<file path="src/rtl/rf_access_arbiter_if.sv">
// rf_access_arbiter_if: client request/response and register-file bus bundle for rf_access_arbiter.
interface rf_access_arbiter_if #(
    parameter int DATA_WIDTH = 32,
    parameter int ADDR_WIDTH = 5
);
    logic                  rd_req;
    logic [ADDR_WIDTH-1:0] rd_addr1;
    logic [ADDR_WIDTH-1:0] rd_addr2;
    logic                  rd_gnt;
    logic                  rd_valid;
    logic [DATA_WIDTH-1:0] rd_data1;
    logic [DATA_WIDTH-1:0] rd_data2;
    logic                  wr_req;
    logic [ADDR_WIDTH-1:0] wr_addr;
    logic [DATA_WIDTH-1:0] wr_data;
    logic                  wr_gnt;
    logic                  rf_read;
    logic                  rf_write;
    logic [ADDR_WIDTH-1:0] rf_addr_r1;
    logic [ADDR_WIDTH-1:0] rf_addr_r2;
    logic [ADDR_WIDTH-1:0] rf_addr_w;
    logic [DATA_WIDTH-1:0] rf_data_w;
    logic [DATA_WIDTH-1:0] rf_data_r1;
    logic [DATA_WIDTH-1:0] rf_data_r2;

    modport master (
        output rd_req, rd_addr1, rd_addr2, wr_req, wr_addr, wr_data, rf_data_r1, rf_data_r2,
        input  rd_gnt, rd_valid, rd_data1, rd_data2, wr_gnt,
        input  rf_read, rf_write, rf_addr_r1, rf_addr_r2, rf_addr_w, rf_data_w
    );

    modport slave (
        input  rd_req, rd_addr1, rd_addr2, wr_req, wr_addr, wr_data, rf_data_r1, rf_data_r2,
        output rd_gnt, rd_valid, rd_data1, rd_data2, wr_gnt,
        output rf_read, rf_write, rf_addr_r1, rf_addr_r2, rf_addr_w, rf_data_w
    );
endinterface

</file>
<file path="src/rtl/rf_access_arbiter.sv">
// rf_access_arbiter: round-robin sharing of a single-op-per-edge register file between a read and a write client.
module rf_access_arbiter #(
    parameter int DATA_WIDTH = 32,
    parameter int ADDR_WIDTH = 5
) (
    input  logic              CLK,
    input  logic              RST,
    rf_access_arbiter_if.slave bus
);
    typedef enum logic [1:0] {IDLE, RD_ISSUE, RD_WAIT, WR_ISSUE} state_t;

    state_t state;
    logic   last_was_write;

    always_ff @(posedge CLK) begin
        if (RST) begin
            state          <= IDLE;
            last_was_write <= 1'b1;
            bus.rd_gnt     <= 1'b0;
            bus.wr_gnt     <= 1'b0;
            bus.rd_valid   <= 1'b0;
            bus.rf_read    <= 1'b0;
            bus.rf_write   <= 1'b0;
            bus.rd_data1   <= '0;
            bus.rd_data2   <= '0;
            bus.rf_addr_r1 <= '0;
            bus.rf_addr_r2 <= '0;
            bus.rf_addr_w  <= '0;
            bus.rf_data_w  <= '0;
        end else begin
            bus.rd_gnt   <= 1'b0;
            bus.wr_gnt   <= 1'b0;
            bus.rd_valid <= 1'b0;
            bus.rf_read  <= 1'b0;
            bus.rf_write <= 1'b0;
            case (state)
                IDLE: begin
                    // on a tie the read wins only if the previous grant went to the writer
                    if (bus.rd_req && (!bus.wr_req || last_was_write)) begin
                        state          <= RD_ISSUE;
                        bus.rf_addr_r1 <= bus.rd_addr1;
                        bus.rf_addr_r2 <= bus.rd_addr2;
                        bus.rd_gnt     <= 1'b1;
                        bus.rf_read    <= 1'b1;
                        last_was_write <= 1'b0;
                    end else if (bus.wr_req) begin
                        state          <= WR_ISSUE;
                        bus.rf_addr_w  <= bus.wr_addr;
                        bus.rf_data_w  <= bus.wr_data;
                        bus.wr_gnt     <= 1'b1;
                        bus.rf_write   <= |bus.wr_addr;
                        last_was_write <= 1'b1;
                    end
                end
                RD_ISSUE: state <= RD_WAIT;
                RD_WAIT: begin
                    state        <= IDLE;
                    bus.rd_data1 <= bus.rf_data_r1;
                    bus.rd_data2 <= bus.rf_data_r2;
                    bus.rd_valid <= 1'b1;
                end
                default: state <= IDLE;
            endcase
        end
    end
endmodule

</file>
<file path="src/flat_wrapper.sv">
// flat-port wrapper written by rule: the top's interface ports become plain ports
module rf_access_arbiter_flat 
#(
    parameter int DATA_WIDTH = 32,
    parameter int ADDR_WIDTH = 5
)
  (CLK, RST, bus_rd_req, bus_rd_addr1, bus_rd_addr2, bus_wr_req, bus_wr_addr, bus_wr_data, bus_rf_data_r1, bus_rf_data_r2, bus_rd_gnt, bus_rd_valid, bus_rd_data1, bus_rd_data2, bus_wr_gnt, bus_rf_read, bus_rf_write, bus_rf_addr_r1, bus_rf_addr_r2, bus_rf_addr_w, bus_rf_data_w);
  rf_access_arbiter_if #(.DATA_WIDTH(DATA_WIDTH), .ADDR_WIDTH(ADDR_WIDTH)) bus_i ();
  input  logic CLK;
  input  logic RST;
  input wire logic [$bits(bus_i.rd_req)-1:0] bus_rd_req;
  input wire logic [$bits(bus_i.rd_addr1)-1:0] bus_rd_addr1;
  input wire logic [$bits(bus_i.rd_addr2)-1:0] bus_rd_addr2;
  input wire logic [$bits(bus_i.wr_req)-1:0] bus_wr_req;
  input wire logic [$bits(bus_i.wr_addr)-1:0] bus_wr_addr;
  input wire logic [$bits(bus_i.wr_data)-1:0] bus_wr_data;
  input wire logic [$bits(bus_i.rf_data_r1)-1:0] bus_rf_data_r1;
  input wire logic [$bits(bus_i.rf_data_r2)-1:0] bus_rf_data_r2;
  output wire logic [$bits(bus_i.rd_gnt)-1:0] bus_rd_gnt;
  output wire logic [$bits(bus_i.rd_valid)-1:0] bus_rd_valid;
  output wire logic [$bits(bus_i.rd_data1)-1:0] bus_rd_data1;
  output wire logic [$bits(bus_i.rd_data2)-1:0] bus_rd_data2;
  output wire logic [$bits(bus_i.wr_gnt)-1:0] bus_wr_gnt;
  output wire logic [$bits(bus_i.rf_read)-1:0] bus_rf_read;
  output wire logic [$bits(bus_i.rf_write)-1:0] bus_rf_write;
  output wire logic [$bits(bus_i.rf_addr_r1)-1:0] bus_rf_addr_r1;
  output wire logic [$bits(bus_i.rf_addr_r2)-1:0] bus_rf_addr_r2;
  output wire logic [$bits(bus_i.rf_addr_w)-1:0] bus_rf_addr_w;
  output wire logic [$bits(bus_i.rf_data_w)-1:0] bus_rf_data_w;
  assign bus_i.rd_req = bus_rd_req;
  assign bus_i.rd_addr1 = bus_rd_addr1;
  assign bus_i.rd_addr2 = bus_rd_addr2;
  assign bus_i.wr_req = bus_wr_req;
  assign bus_i.wr_addr = bus_wr_addr;
  assign bus_i.wr_data = bus_wr_data;
  assign bus_i.rf_data_r1 = bus_rf_data_r1;
  assign bus_i.rf_data_r2 = bus_rf_data_r2;
  assign bus_rd_gnt = bus_i.rd_gnt;
  assign bus_rd_valid = bus_i.rd_valid;
  assign bus_rd_data1 = bus_i.rd_data1;
  assign bus_rd_data2 = bus_i.rd_data2;
  assign bus_wr_gnt = bus_i.wr_gnt;
  assign bus_rf_read = bus_i.rf_read;
  assign bus_rf_write = bus_i.rf_write;
  assign bus_rf_addr_r1 = bus_i.rf_addr_r1;
  assign bus_rf_addr_r2 = bus_i.rf_addr_r2;
  assign bus_rf_addr_w = bus_i.rf_addr_w;
  assign bus_rf_data_w = bus_i.rf_data_w;
  rf_access_arbiter #(.DATA_WIDTH(DATA_WIDTH), .ADDR_WIDTH(ADDR_WIDTH)) u_core (.CLK(CLK), .RST(RST), .bus(bus_i));
endmodule
</file>
<file path="config.mk">
export PLATFORM = sky130hd
export DESIGN_NAME = rf_access_arbiter_flat
export DESIGN_NICKNAME = d
export VERILOG_FILES = /design/src/rtl/rf_access_arbiter_if.sv /design/src/rtl/rf_access_arbiter.sv /design/src/flat_wrapper.sv
export SDC_FILE = /design/constraint.sdc
export NUM_CORES = 1
export LEC_CHECK = 0
export ABC_AREA = 1
export BUFFER_PORTS_ARGS = -buffer_cell sky130_fd_sc_hd__buf_2
export CAP_MARGIN = 20
export CORE_ASPECT_RATIO = 0.5
export CORE_MARGIN = 2
export CORE_UTILIZATION = 40
export DETAILED_ROUTE_END_ITERATION = 7
export PLACE_DENSITY_LB_ADDON = 0.15
export SKIP_LAST_GASP = 1
export SLEW_MARGIN = 15
export SYNTH_ARGS = -nofsm -noshare
export SYNTH_HDL_FRONTEND = slang
export SYNTH_SLANG_ARGS = --single-unit
</file>
<file path="constraint.sdc">
create_clock -name CLK -period 2.5 [get_ports CLK]
set_input_delay 0 -clock CLK [delete_from_list [all_inputs] [get_ports CLK]]
set_output_delay 0 -clock CLK [all_outputs]
set_load 0.02 [all_outputs]
</file>
==> impl_metrics.env <==
export IMPL_status="finished, final reports clean"
export IMPL_register_area_um2=2360
export IMPL_maxCapViolations=0
export IMPL_clock_sinks=118
export IMPL_synth_top_cell_area_share_pct=53.5
export IMPL_cp_end_kind="flop"
export IMPL_slew_limit_headroom_pct=60.5
export IMPL_grt_usage_pct=22.2
export IMPL_yosys_area_share_simple_pct=29.2
export IMPL_pwr_density_cell_nw_per_um2=777
export IMPL_grt_max_degree=67
export IMPL_place_hpwl_mm=7.71
export IMPL_synth_cells=566
export IMPL_startpoint_type="flop"
export IMPL_die_x_um=153
export IMPL_drt_pass1_iterations=4
export IMPL_antenna_left=0
export IMPL_io_pins=231
export IMPL_start_util_pct=40.6
export IMPL_drive_gt1_share_pct=30.0
export IMPL_tns_ns=0
export IMPL_final_setup_worst_slack_ns=0.775
export IMPL_postRouteWirelength_mm=13.5
export IMPL_wl_per_cell_um=12.9
export IMPL_viasPerCell=4.69
export IMPL_synth_warnings=0
export IMPL_synthFlopType="dfxtp_1"
export IMPL_synth_seq_cells=118
export IMPL_synth_top_family_by_area="simple AND/OR/NAND/NOR gates"
export IMPL_synth_cell_type_count=16
export IMPL_synthTopCellsByArea="dfxtp_1 (53%), nor2_1 (12%), o21ai_0 (7.4%)"
export IMPL_synth_xor_area_share_pct=0
export IMPL_numCtsBuffers=17
export IMPL_cts_tree="built"
export IMPL_vias=4907
export IMPL_netlist_area_um2=4420
export IMPL_cts_root_buf="clkbuf_16"
export IMPL_worstSkewPairLatency_ns=0.40
export IMPL_setup_viol=0
export IMPL_synth_edff_count=0
export IMPL_grt_pass1_wl_mm=21.7
export IMPL_ir_drop_mv=0.552
export IMPL_antenna_found_initial=0
export IMPL_finalHoldViolCount=0
export IMPL_fill_cells=904
export IMPL_post_place_ws_ns=0.789
export IMPL_synth_compound_area_share_pct=7.68
export IMPL_layout_nets=1004
export IMPL_finalInstanceArea_um2=7300
export IMPL_cts_clk_slew_worst_paths_ns=0.05
export IMPL_leakage_uw=0.00386
export IMPL_rsz0062_at_grt="no"
export IMPL_max_clock_path_buffers=2
export IMPL_fp_row_count=27
export IMPL_port_buffers=230
export IMPL_placed_area_um2=5550
export IMPL_synth_fa_ha_area_share_pct=0
export IMPL_worst_slew_pin_slew_ns=0.592
export IMPL_synth_nets=681
export IMPL_synthMuxAreaShare_pct=0
export IMPL_finalCritPeriodShare_pct=69.0
export IMPL_max_freq_ghz=0.580
export IMPL_syn_to_final_growth_pct=65.3
export IMPL_synth_seq_area_share_pct=53.5
export IMPL_fin_skew_ns=0.0117
export IMPL_gp_congestion=0.765
export IMPL_path_class="reg -> reg"
export IMPL_cts_setup_buffers=0
export IMPL_multi_input_area_um2=1640
export IMPL_drcViolationCount=0
export IMPL_synthArstFlopShare_pct=0
export IMPL_first_iter_violations=308
export IMPL_synth_top_area_cell="dfxtp_1"
export IMPL_grt_pass1_vias=4602
export IMPL_timing_critical_path_fanout_max=23
export IMPL_antennaDiodeCount=0
export IMPL_fp_dieH_um=78.3
export IMPL_required_ns=2.83
export IMPL_overflow=0
export IMPL_drv_slew=0
export IMPL_htreeDepth=4
export IMPL_hp_class="in -> reg"
export IMPL_die_area_um2=11900
export IMPL_coreArea_um2=10900
export IMPL_period_minus_slack_ns=1.73
export IMPL_crit_arrival_ns=2.05
export IMPL_syn_avg_cell_area_um2=7.80
## kinds of logic (layout without fill, tap and decap cells)
group,after synthesis,after routing
AO/OA/AOI/OAI,67,67
buffers and inverters,84,420
flip-flops,118,118
AND/OR/NAND/NOR,297,297
## final timing paths
check	startpoint	endpoint	slack, ns	depth (start not counted)
setup / recovery	u_core.state[0]	u_core.bus.rf_addr_r2[2]	0.77	5
hold reg to reg	u_core.bus.rf_data_w[21]	u_core.bus.rf_data_w[21]	0.46	2
setup reg to reg	u_core.state[0]	u_core.bus.rf_addr_r2[2]	0.77	5
hold / removal	bus_rd_req	u_core.bus.rf_addr_r2[4]	0.04	4
## cells in the final DEF (no fill, tap or decap), drive strengths merged
cell type / Yosys / final
nand4: 47 / 47
clkinvlp: 0 / 2
dfxtp: 118 / 118
dlygate4sd3: 0 / 114
o21ai: 65 / 65
nand3: 39 / 39
clkinv: 0 / 4
bufinv: 0 / 3
buf: 38 / 237
a21oi: 2 / 2
nor2: 148 / 148
clkbuf: 9 / 24
inv: 37 / 36
nand2: 63 / 63
## Yosys cell counts, types with 7 or more instances
cell / n
nand3_1: 39
nand2_1: 63
nor2_1: 146
inv_1: 36
nand4_1: 47
buf_6: 7
buf_4: 7
clkbuf_1: 9
dfxtp_1: 118
buf_2: 24
o21ai_0: 65
## metal layers
metal	GRT usage (%)	vias up	part of all wire (%)
li1	-	2485	-
met1	26.7	2239	45
met4	9.35	0	1.7
met2	37.8	163	48
met3	6.13	20	5.4
met5	0	-	0
## where the power goes
group / switching, uW / internal [uW] / total [uW]
clock: 840 / 1670 / 2510
combinational: 622 / 409 / 1030
sequential: 80.3 / 2050 / 2130
## repair_timing
action / 4_1_cts / 5_1_grt
hold buffers: 114 / 0
hold endpoints to repair: 117 / 0
gates resized for setup: 0 / 0
## metrics by stage
step / std cells / total power (uW) / hold slack [ns] / util [%]
final: 1047 / 5670 / 0.0419 / 67.1
after global routing: 1047 / 5920 / 0.0683 / 67.1
after CTS: 1047 / 5700 / 0.0271 / 67.1
after detailed placement: 901 / 3050 / 0.226 / 51.0
after global placement: 901 / 3050 / 0.221 / 51.0
after floorplan: 566 / 2750 / 0.0691 / -
## worst max-delay path: stages (launching register included)
cell	delay, ns
dfxtp_1	0.35
nor2_4	0.42
nand3_1	0.54
nand2_1	0.17
inv_1	0.05
nor2_1	0.12
## layout make-up
type | count | share of cell area (%)
clock buffer | 24 | 6.74
clock inverter | 8 | 1.65
inverter | 37 | 1.92
multi-input combinational | 364 | 22.4
sequential | 118 | 32.4
tap | 145 | 2.49
timing repair buffer | 351 | 32.5
## registers in the layout, indices dropped and copies added, names as in the netlist
register	count
u_core.bus.rd_data1	32
u_core.bus.rd_data2	32
u_core.bus.rf_data_w	32
u_core.bus.rf_addr_r1	5
u_core.bus.rf_addr_r2	5
u_core.bus.rf_addr_w	5
u_core.state	2
u_core.bus.rd_valid	1
u_core.bus.rf_read	1
u_core.bus.rf_write	1
u_core.bus.wr_gnt	1
u_core.last_was_write	1
Power figures use the tool's default switching activity.
